`src/rtl/pe_dot_accumulator_if.sv`:
```
// rtl/pe_dot_accumulator_if.sv - product/result handshake bundle for the PE dot-product accumulator
interface pe_dot_accumulator_if #(
    parameter int WXYZ_BITS = 32
);
    logic                 in_valid;
    logic                 flush;
    logic [WXYZ_BITS-1:0] mul_ae;
    logic [WXYZ_BITS-1:0] mul_be;
    logic [WXYZ_BITS-1:0] mul_ce;
    logic [WXYZ_BITS-1:0] mul_de;
    logic                 out_valid;
    logic                 out_ready;
    logic [WXYZ_BITS-1:0] acc_ae;
    logic [WXYZ_BITS-1:0] acc_be;
    logic [WXYZ_BITS-1:0] acc_ce;
    logic [WXYZ_BITS-1:0] acc_de;
    logic                 overflow;
    logic                 busy;

    modport master (
        output in_valid, flush, mul_ae, mul_be, mul_ce, mul_de, out_ready,
        input  out_valid, acc_ae, acc_be, acc_ce, acc_de, overflow, busy
    );

    modport slave (
        input  in_valid, flush, mul_ae, mul_be, mul_ce, mul_de, out_ready,
        output out_valid, acc_ae, acc_be, acc_ce, acc_de, overflow, busy
    );
endinterface

```
`src/rtl/pe_dot_accumulator.sv`:
```
// rtl/pe_dot_accumulator.sv - four-lane K-beat dot-product accumulator behind the PE multiplier
module pe_dot_accumulator #(
    parameter int WXYZ_BITS   = 32,
    parameter int K_DEPTH     = 4,
    parameter int MUL_LATENCY = 3,
    parameter int SATURATE    = 1
) (
    input logic                clk,
    input logic                rst,
    pe_dot_accumulator_if.slave bus
);
    localparam int W  = WXYZ_BITS;
    localparam int CW = $clog2(K_DEPTH);
    localparam logic [CW-1:0] LAST = CW'(K_DEPTH - 1);

    logic [MUL_LATENCY-1:0] vdly;
    logic [MUL_LATENCY:0]   vnext;
    logic                   beat_v;
    logic [CW-1:0]          cnt;
    logic [3:0][W-1:0]      mul;
    logic [3:0][W-1:0]      acc;
    logic [3:0][W-1:0]      sum;
    logic [3:0][W-1:0]      res;
    logic                   out_valid_r;
    logic                   overflow_r;
    logic                   complete;

    function automatic logic [W-1:0] add_lane(input logic [W-1:0] a, input logic [W-1:0] b);
        logic [W:0] s;
        s = {a[W-1], a} + {b[W-1], b};
        if (SATURATE != 0 && (s[W] != s[W-1]))
            add_lane = s[W] ? {1'b1, {(W-1){1'b0}}} : {1'b0, {(W-1){1'b1}}};
        else
            add_lane = s[W-1:0];
    endfunction

    // The multiplier has no valid of its own, so in_valid rides a matching delay line.
    assign vnext  = {vdly, bus.in_valid};
    assign beat_v = vnext[MUL_LATENCY];

    assign mul = {bus.mul_de, bus.mul_ce, bus.mul_be, bus.mul_ae};

    for (genvar i = 0; i < 4; i++) begin : g_lane
        assign sum[i] = add_lane(acc[i], mul[i]);
    end

    assign complete = beat_v && (cnt == LAST) && !bus.flush;

    always_ff @(posedge clk) begin
        if (rst) begin
            vdly        <= '0;
            cnt         <= '0;
            acc         <= '0;
            res         <= '0;
            out_valid_r <= 1'b0;
            overflow_r  <= 1'b0;
        end else begin
            if (bus.flush) begin
                vdly <= '0;
                cnt  <= '0;
                acc  <= '0;
            end else begin
                vdly <= vnext[MUL_LATENCY-1:0];
                if (beat_v) begin
                    cnt <= (cnt == LAST) ? '0 : cnt + 1'b1;
                    acc <= (cnt == '0) ? mul : sum;
                end
            end

            // A completion that cannot be stored is dropped and flagged; the held result stays.
            if (complete) begin
                if (!out_valid_r || bus.out_ready) begin
                    res         <= sum;
                    out_valid_r <= 1'b1;
                end else begin
                    overflow_r <= 1'b1;
                end
            end else if (out_valid_r && bus.out_ready) begin
                out_valid_r <= 1'b0;
            end
        end
    end

    assign bus.out_valid = out_valid_r;
    assign bus.overflow  = overflow_r;
    assign bus.acc_ae    = res[0];
    assign bus.acc_be    = res[1];
    assign bus.acc_ce    = res[2];
    assign bus.acc_de    = res[3];
    assign bus.busy      = (cnt != '0) | (|vdly);
endmodule

```
`src/flat_wrapper.sv`:
```
// flat-port wrapper written by rule: the top's interface ports become plain ports
module pe_dot_accumulator_flat 
#(
    parameter int WXYZ_BITS   = 32,
    parameter int K_DEPTH     = 4,
    parameter int MUL_LATENCY = 3,
    parameter int SATURATE    = 1
)
  (clk, rst, bus_in_valid, bus_flush, bus_mul_ae, bus_mul_be, bus_mul_ce, bus_mul_de, bus_out_ready, bus_out_valid, bus_acc_ae, bus_acc_be, bus_acc_ce, bus_acc_de, bus_overflow, bus_busy);
  pe_dot_accumulator_if #(.WXYZ_BITS(WXYZ_BITS)) bus_i ();
  input logic clk;
  input logic rst;
  input wire logic [$bits(bus_i.in_valid)-1:0] bus_in_valid;
  input wire logic [$bits(bus_i.flush)-1:0] bus_flush;
  input wire logic [$bits(bus_i.mul_ae)-1:0] bus_mul_ae;
  input wire logic [$bits(bus_i.mul_be)-1:0] bus_mul_be;
  input wire logic [$bits(bus_i.mul_ce)-1:0] bus_mul_ce;
  input wire logic [$bits(bus_i.mul_de)-1:0] bus_mul_de;
  input wire logic [$bits(bus_i.out_ready)-1:0] bus_out_ready;
  output wire logic [$bits(bus_i.out_valid)-1:0] bus_out_valid;
  output wire logic [$bits(bus_i.acc_ae)-1:0] bus_acc_ae;
  output wire logic [$bits(bus_i.acc_be)-1:0] bus_acc_be;
  output wire logic [$bits(bus_i.acc_ce)-1:0] bus_acc_ce;
  output wire logic [$bits(bus_i.acc_de)-1:0] bus_acc_de;
  output wire logic [$bits(bus_i.overflow)-1:0] bus_overflow;
  output wire logic [$bits(bus_i.busy)-1:0] bus_busy;
  assign bus_i.in_valid = bus_in_valid;
  assign bus_i.flush = bus_flush;
  assign bus_i.mul_ae = bus_mul_ae;
  assign bus_i.mul_be = bus_mul_be;
  assign bus_i.mul_ce = bus_mul_ce;
  assign bus_i.mul_de = bus_mul_de;
  assign bus_i.out_ready = bus_out_ready;
  assign bus_out_valid = bus_i.out_valid;
  assign bus_acc_ae = bus_i.acc_ae;
  assign bus_acc_be = bus_i.acc_be;
  assign bus_acc_ce = bus_i.acc_ce;
  assign bus_acc_de = bus_i.acc_de;
  assign bus_overflow = bus_i.overflow;
  assign bus_busy = bus_i.busy;
  pe_dot_accumulator #(.WXYZ_BITS(WXYZ_BITS), .K_DEPTH(K_DEPTH), .MUL_LATENCY(MUL_LATENCY), .SATURATE(SATURATE)) u_core (.clk(clk), .rst(rst), .bus(bus_i));
endmodule
```
`config.mk`:
```
export PLATFORM = sky130hd
export DESIGN_NAME = pe_dot_accumulator_flat
export DESIGN_NICKNAME = d
export VERILOG_FILES = /design/src/rtl/pe_dot_accumulator_if.sv /design/src/rtl/pe_dot_accumulator.sv /design/src/flat_wrapper.sv
export SDC_FILE = /design/constraint.sdc
export NUM_CORES = 1
export LEC_CHECK = 0
export CORE_MARGIN = 5
export CORE_UTILIZATION = 56
export CTS_BUF_LIST = sky130_fd_sc_hd__clkbuf_8 sky130_fd_sc_hd__clkbuf_16
export DETAILED_ROUTE_END_ITERATION = 7
export HOLD_SLACK_MARGIN = 0.1
export PLACE_DENSITY_LB_ADDON = 0.15
export SLEW_MARGIN = 20
export SYNTH_ARGS = -nofsm -noshare
export SYNTH_HDL_FRONTEND = slang
export SYNTH_SLANG_ARGS = --single-unit
```
`constraint.sdc`:
```
create_clock -name clk -period 3.3 [get_ports clk]
set_input_delay 0.33 -clock clk [delete_from_list [all_inputs] [get_ports clk]]
set_output_delay 0.33 -clock clk [all_outputs]
set_load 0.01 [all_outputs]
```
; ---- Word level (Yosys, flattened, before mapping)
; Cells that the tools add are included.
[op_classes]
n_addsub = 5
n_eq_ne = 6
muxes = 13
n_bitwise = 2
n_reduce_logical = 14
[op_table]
columns = operator, n
row1 = two-way mux 32 bit, 8
row2 = adder 32 x 32 -> 33 bit, 4
row3 = two-way mux 128 bit, 1
row4 = AND reduction 2 bit, 3
row5 = inequality test 1 bit, 4
row6 = nonzero test 2 bit, 2
row7 = logical AND 1 bit, 3
row8 = two-way mux 1 bit, 3
row9 = OR reduction 3 bit, 1
row10 = "adder 2 x 1 -> 2 bit, second input constant", 1
row11 = "equality test 2 bit, second input constant", 1
row12 = logical NOT 1 bit, 2
row13 = logical NOT 2 bit, 1
row14 = two-way mux 2 bit, 1
row15 = "inequality test 2 bit, second input constant", 1
row16 = OR reduction 2 bit, 1
row17 = logical OR 1 bit, 1
row18 = NOT 1 bit, 1
row19 = OR 1 bit, 1
[totals]
reg_bits = 263
in_bits = 133
output_inout_bits = 131
wordCells = 52

; ---- Logic depth before layout (Yosys ltp)
[depth]
word_depth = 5
ltp_mapped = 14
ltp_nobuf = 12

; ---- Worst setup path before layout
; Ideal clock, no wire load.
[synth_path]
kind = input port to flip-flop
startpoint = input port bus_mul_de[0]
endpoint = register u_core.res (netlist bit u_core.bus.acc_de[12])
setup_time_ns = 0.128
t_arrival_ns = 2.941
required_time_ns = 3.172
slack_ns = 0.232
stages = 13
n_path_buf = 1
path_cell_list = ha_1 > inv_1 > fa_1 > nor2b_1 > o2111ai_1 > a31oi_1 > a2111oi_2 > nand4bb_1 > a2111oi_2 > a211oi_1 > buf_2 > a22oi_1 > nor2_1
[synth_via]
elab_chain_cells = 3
elab_cells_between_ends = 4
cone_classes = 1 x add/sub / 1 x eq/ne / 2 x mux
[synth_rtl]
columns = item, line_no
row1 = start: declaration, flat_wrapper.sv:18  ; input wire logic [$bits(bus_i.mul_de)-1:0] bus_mul_de;
row2 = adder 32 x 32 -> 33 bit *, pe_dot_accumulator.sv:30  ; s = {a[W-1], a} + {b[W-1], b};
row3 = two-way mux 32 bit / inequality test 1 bit (equally long branches), "pe_dot_accumulator.sv:32, pe_dot_accumulator.sv:31"
row4 = two-way mux 32 bit *, pe_dot_accumulator.sv:31  ; if (SATURATE != 0 && (s[W] != s[W-1]))
row5 = end signal: assignment, pe_dot_accumulator.sv:73  ; res <= sum;
row6 = end: declaration, pe_dot_accumulator.sv:23  ; logic [3:0][W-1:0] res;
; Mark *: on every way between the ends. The rest lies on a longest branch, timed or not.
; A chain may end at the register's enable or synchronous reset.

; ---- Worst setup path after layout
[layout_path]
startpoint = register u_core.acc[64] in the netlist's numbering
endpoint = register u_core.acc[69] in the netlist's numbering
[layout_via]
elab_chain_cells = 4
elab_cells_between_ends = 5
cone_classes = 1 x add/sub / 1 x eq/ne / 3 x mux
[layout_rtl]
columns = item, line_no
row1 = start: declaration, pe_dot_accumulator.sv:21  ; logic [3:0][W-1:0] acc;
row2 = start signal: assignment, pe_dot_accumulator.sv:66  ; acc <= (cnt == '0) ? mul : sum;
row3 = adder 32 x 32 -> 33 bit *, pe_dot_accumulator.sv:30
row4 = two-way mux 32 bit / inequality test 1 bit (equally long branches), "pe_dot_accumulator.sv:32, pe_dot_accumulator.sv:31"
row5 = two-way mux 32 bit *, pe_dot_accumulator.sv:31
row6 = two-way mux 128 bit *, pe_dot_accumulator.sv:66
; Marks and branches as above.

==> results_dict.tcl <==
set metrics [dict create \
    final_cell_count_no_fill 3175 \
    setup_violations 0 \
    report.final.hold_viol_count 0 \
    syn_area_sq_um 17600 \
    grt_usage_pct 34.3 \
    clkSlewWorstSetupHoldPaths_ps 60 \
    skew_ps 17.5 \
    core_sq_um 30800 \
    gr-total-overflow 0 \
    clock_latency_ps 570 \
    synth_enable_flop_cells 0 \
    hp-class "in2reg" \
    status "finished, final reports clean" \
    cts-buffers-inserted 30 \
    synth-seq-cells 263 \
    final_antenna_net_count 0 \
    end_kind "flop" \
    synth_common_cells "263 x dfxtp_1, 241 x o21ai_0, 221 x a21oi_1" \
    worstPathArrival_ps 3640 \
    first_pass_iters 7 \
    initial_utilization_pct 57.0 \
    syn2layout_area_growth_pct 39.0 \
    dominantRegCellSynth "dfxtp_1" \
    worstPathRequired_ps 3710 \
    synth_top_area_share_pct 29.9 \
    syn_avg_cell_area_sq_um 7.93 \
    die_area_sq_um 35100 \
    synth_seq_area_share_pct 29.9 \
    relSlewSlack_pct 32.8 \
    std_cell_rows 64 \
    drive_gt1_share_pct 19.6 \
    htreeDepth 1 \
    dp.cells 3116 \
    tightest_slew_ps 1010 \
    gp_congestion 0.967 \
    die_h_um 187 \
    p_per_area_nw_per_um2 311 \
    grt_max_degree 94 \
    ys_types 88 \
    yosysMostFrequentCell "dfxtp_1" \
    internal-power_w 0.00564 \
    worstSetupStartpointType "flop" \
    initialDrtViolationCount 1497 \
    ioPinCount 264 \
    maxSlewViolCount 0 \
    cts_sinks 263 \
    leakagePower_nw 10.5 \
    period_share_pct 97.9 \
    max_freq_ghz 0.310 \
    drc 0 \
    maxCapViolCount 0 \
    period_minus_slack_ps 3230 \
    finalPower_w 0.00759 \
    power_frac_seq_pct 41.9 \
    cts_buffer_depth 3 \
    power_frac_comb_pct 13.5 \
    port_buffers 263 \
    grt_pass1_vias 20297 \
    async_reset_ff_share_pct 0 \
    setup-tns-final_ps 0 \
    vias 19942 \
    wire_per_inst_um 20.1 \
    holdBufCountCts 0 \
    nets 3020 \
    hold_slack_ps 320 \
    antenna_found_initial 4 \
    switchingPower_w 0.00194 \
    crit_type "reg2reg" \
    hpwl_mm 46.6 \
    yosys-top-cells-area "dfxtp_1 30%, ha_1 9.2%, o21ai_0 6.9%" \
    cts_tree "yes" \
    viasPerCell 6.28 \
    yosysWarnings 0 \
    clockRootBuffer "clkbuf_16" \
    crit_fanout 8 \
    switching_share_pct 25.6 \
    grt_pass1_wl_mm 102 \
    synthCells 2219 \
    totalWireLength_mm 63.8 \
    yosysTopAreaCell "dfxtp_1" \
    syn_nets 2486 \
    cts_setup_buffers 0 \
    power.share.clock_pct 44.6 \
    irDropWorstVdd_mv 0.457 \
    dieWidth_um 187 \
]
[flip-flops by register name, summed over array words and instances (netlist names)]
signal,cells
u_core.bus.acc_ae,32
u_core.bus.overflow,1
u_core.bus.acc_de,32
u_core.bus.acc_ce,32
u_core.bus.out_valid,1
u_core.bus.acc_be,32
u_core.vdly,3
u_core.acc,128
u_core.cnt,2
[worst max-delay path, cell delays in order (launching register included)]
cell and delay (ps):
dfxtp_1 330, ha_2 200, inv_1 50, fa_1 430
nand2b_4 190, a21oi_4 170, o21ai_2 90, a311o_1 360
o211a_2 160, a211o_1 290, o221ai_4 310, buf_12 180
a2bb2oi_1 220, a21oi_1 90
[routing by layer]
metal / GRT usage (%) / wire (um) / vias up
met5: 0 / 25 / -
met3: 6.01 / 5230 / 194
met2: 58.4 / 30400 / 978
li1: - / - / 9346
met4: 15.3 / 2670 / 4
met1: 42.4 / 25500 / 9420
[per-stage QoR]
stage | setup slack (ps) | area (sq um) | util (%)
6_report | 70.0 | 24400 | 79.3
5_1_grt | -74.7 | 24400 | 79.3
4_1_cts | 20.5 | 24100 | 78.3
3_5_place_dp | -467 | 23100 | 75.1
3_3_place_gp | -311 | 23100 | 75.1
2_1_floorplan | 232 | 17600 | -
[cell type report]
type                    instances  area, sq um
clock inverters                16          103
flip-flops and latches        263         5270
clock buffers                  40          900
fillers                      2117         6390
inverters                      47          176
diodes                          2         5.00
repair buffers                646         5630
multi-input cells            1765        11900
well taps                     396          495
[worst paths after layout]
check | startpoint | to | slack, ps | depth (start not counted)
hold / removal | rst | u_core.bus.overflow | 320 | 2
setup reg to reg | u_core.acc[64] | u_core.acc[69] | 70 | 13
hold reg to reg | u_core.bus.acc_be[13] | u_core.bus.acc_be[13] | 450 | 2
setup / recovery | u_core.acc[64] | u_core.acc[69] | 70 | 13
[kinds of logic (layout without fill, tap and decap cells)]
family,after synthesis,count (layout),share of synthesized area [%]
and+or+nand+nor,557,557,14.4
muxes,5,5,0.306
buffers and inverters,191,749,4.41
AOI/OAI and AO/OA,958,958,35.6
adders and majority gates,135,135,9.76
DFF,263,263,29.9
other,0,2,0
xor gates and xnor gates,110,110,5.52
[repair_timing]
action,in CTS,in global routing
gates resized for setup,0,50
hold endpoints to repair,0,0
endpoints found under the setup margin,0,161
[power groups by stage]
stage | logic [W] | registers (W) | clock network [W]
finish | 0.00103 | 0.00318 | 0.00338
global placement | 0.000960 | 0.00325 | 0
CTS | 0.000989 | 0.00318 | 0.00341
global route | 0.00110 | 0.00318 | 0.00354
floorplan | 0.000465 | 0.00325 | 0
detailed placement | 0.000976 | 0.00325 | 0
[placed cells by master (no fill, tap or decap), types with 9 or more instances in the layout]
cell and count:
buf_4 372, clkdlybuf4s50_1 262, dfxtp_1 262, o21ai_0 235, a21oi_1 220, nand2_1 219, nor2_1 147, ha_1 126
a21o_1 70, xnor2_1 69, a211oi_1 67, inv_1 51, a31oi_1 48, xor2_1 40, a22oi_1 39, o21bai_1 36
clkbuf_16 32, nand4_1 30, nand3_1 29, nor3_1 24, a2bb2oi_1 23, o21ai_2 22, o211ai_1 19, a221oi_1 19
and3_1 16, o21ai_1 16, o221ai_1 15, nor2b_1 14, and2_1 13, o21a_1 12, nand2b_1 11, o31ai_1 10
clkinv_2 10, o22ai_1 9, clkbuf_8 9
No activity file was read; power rests on OpenSTA's default activity.
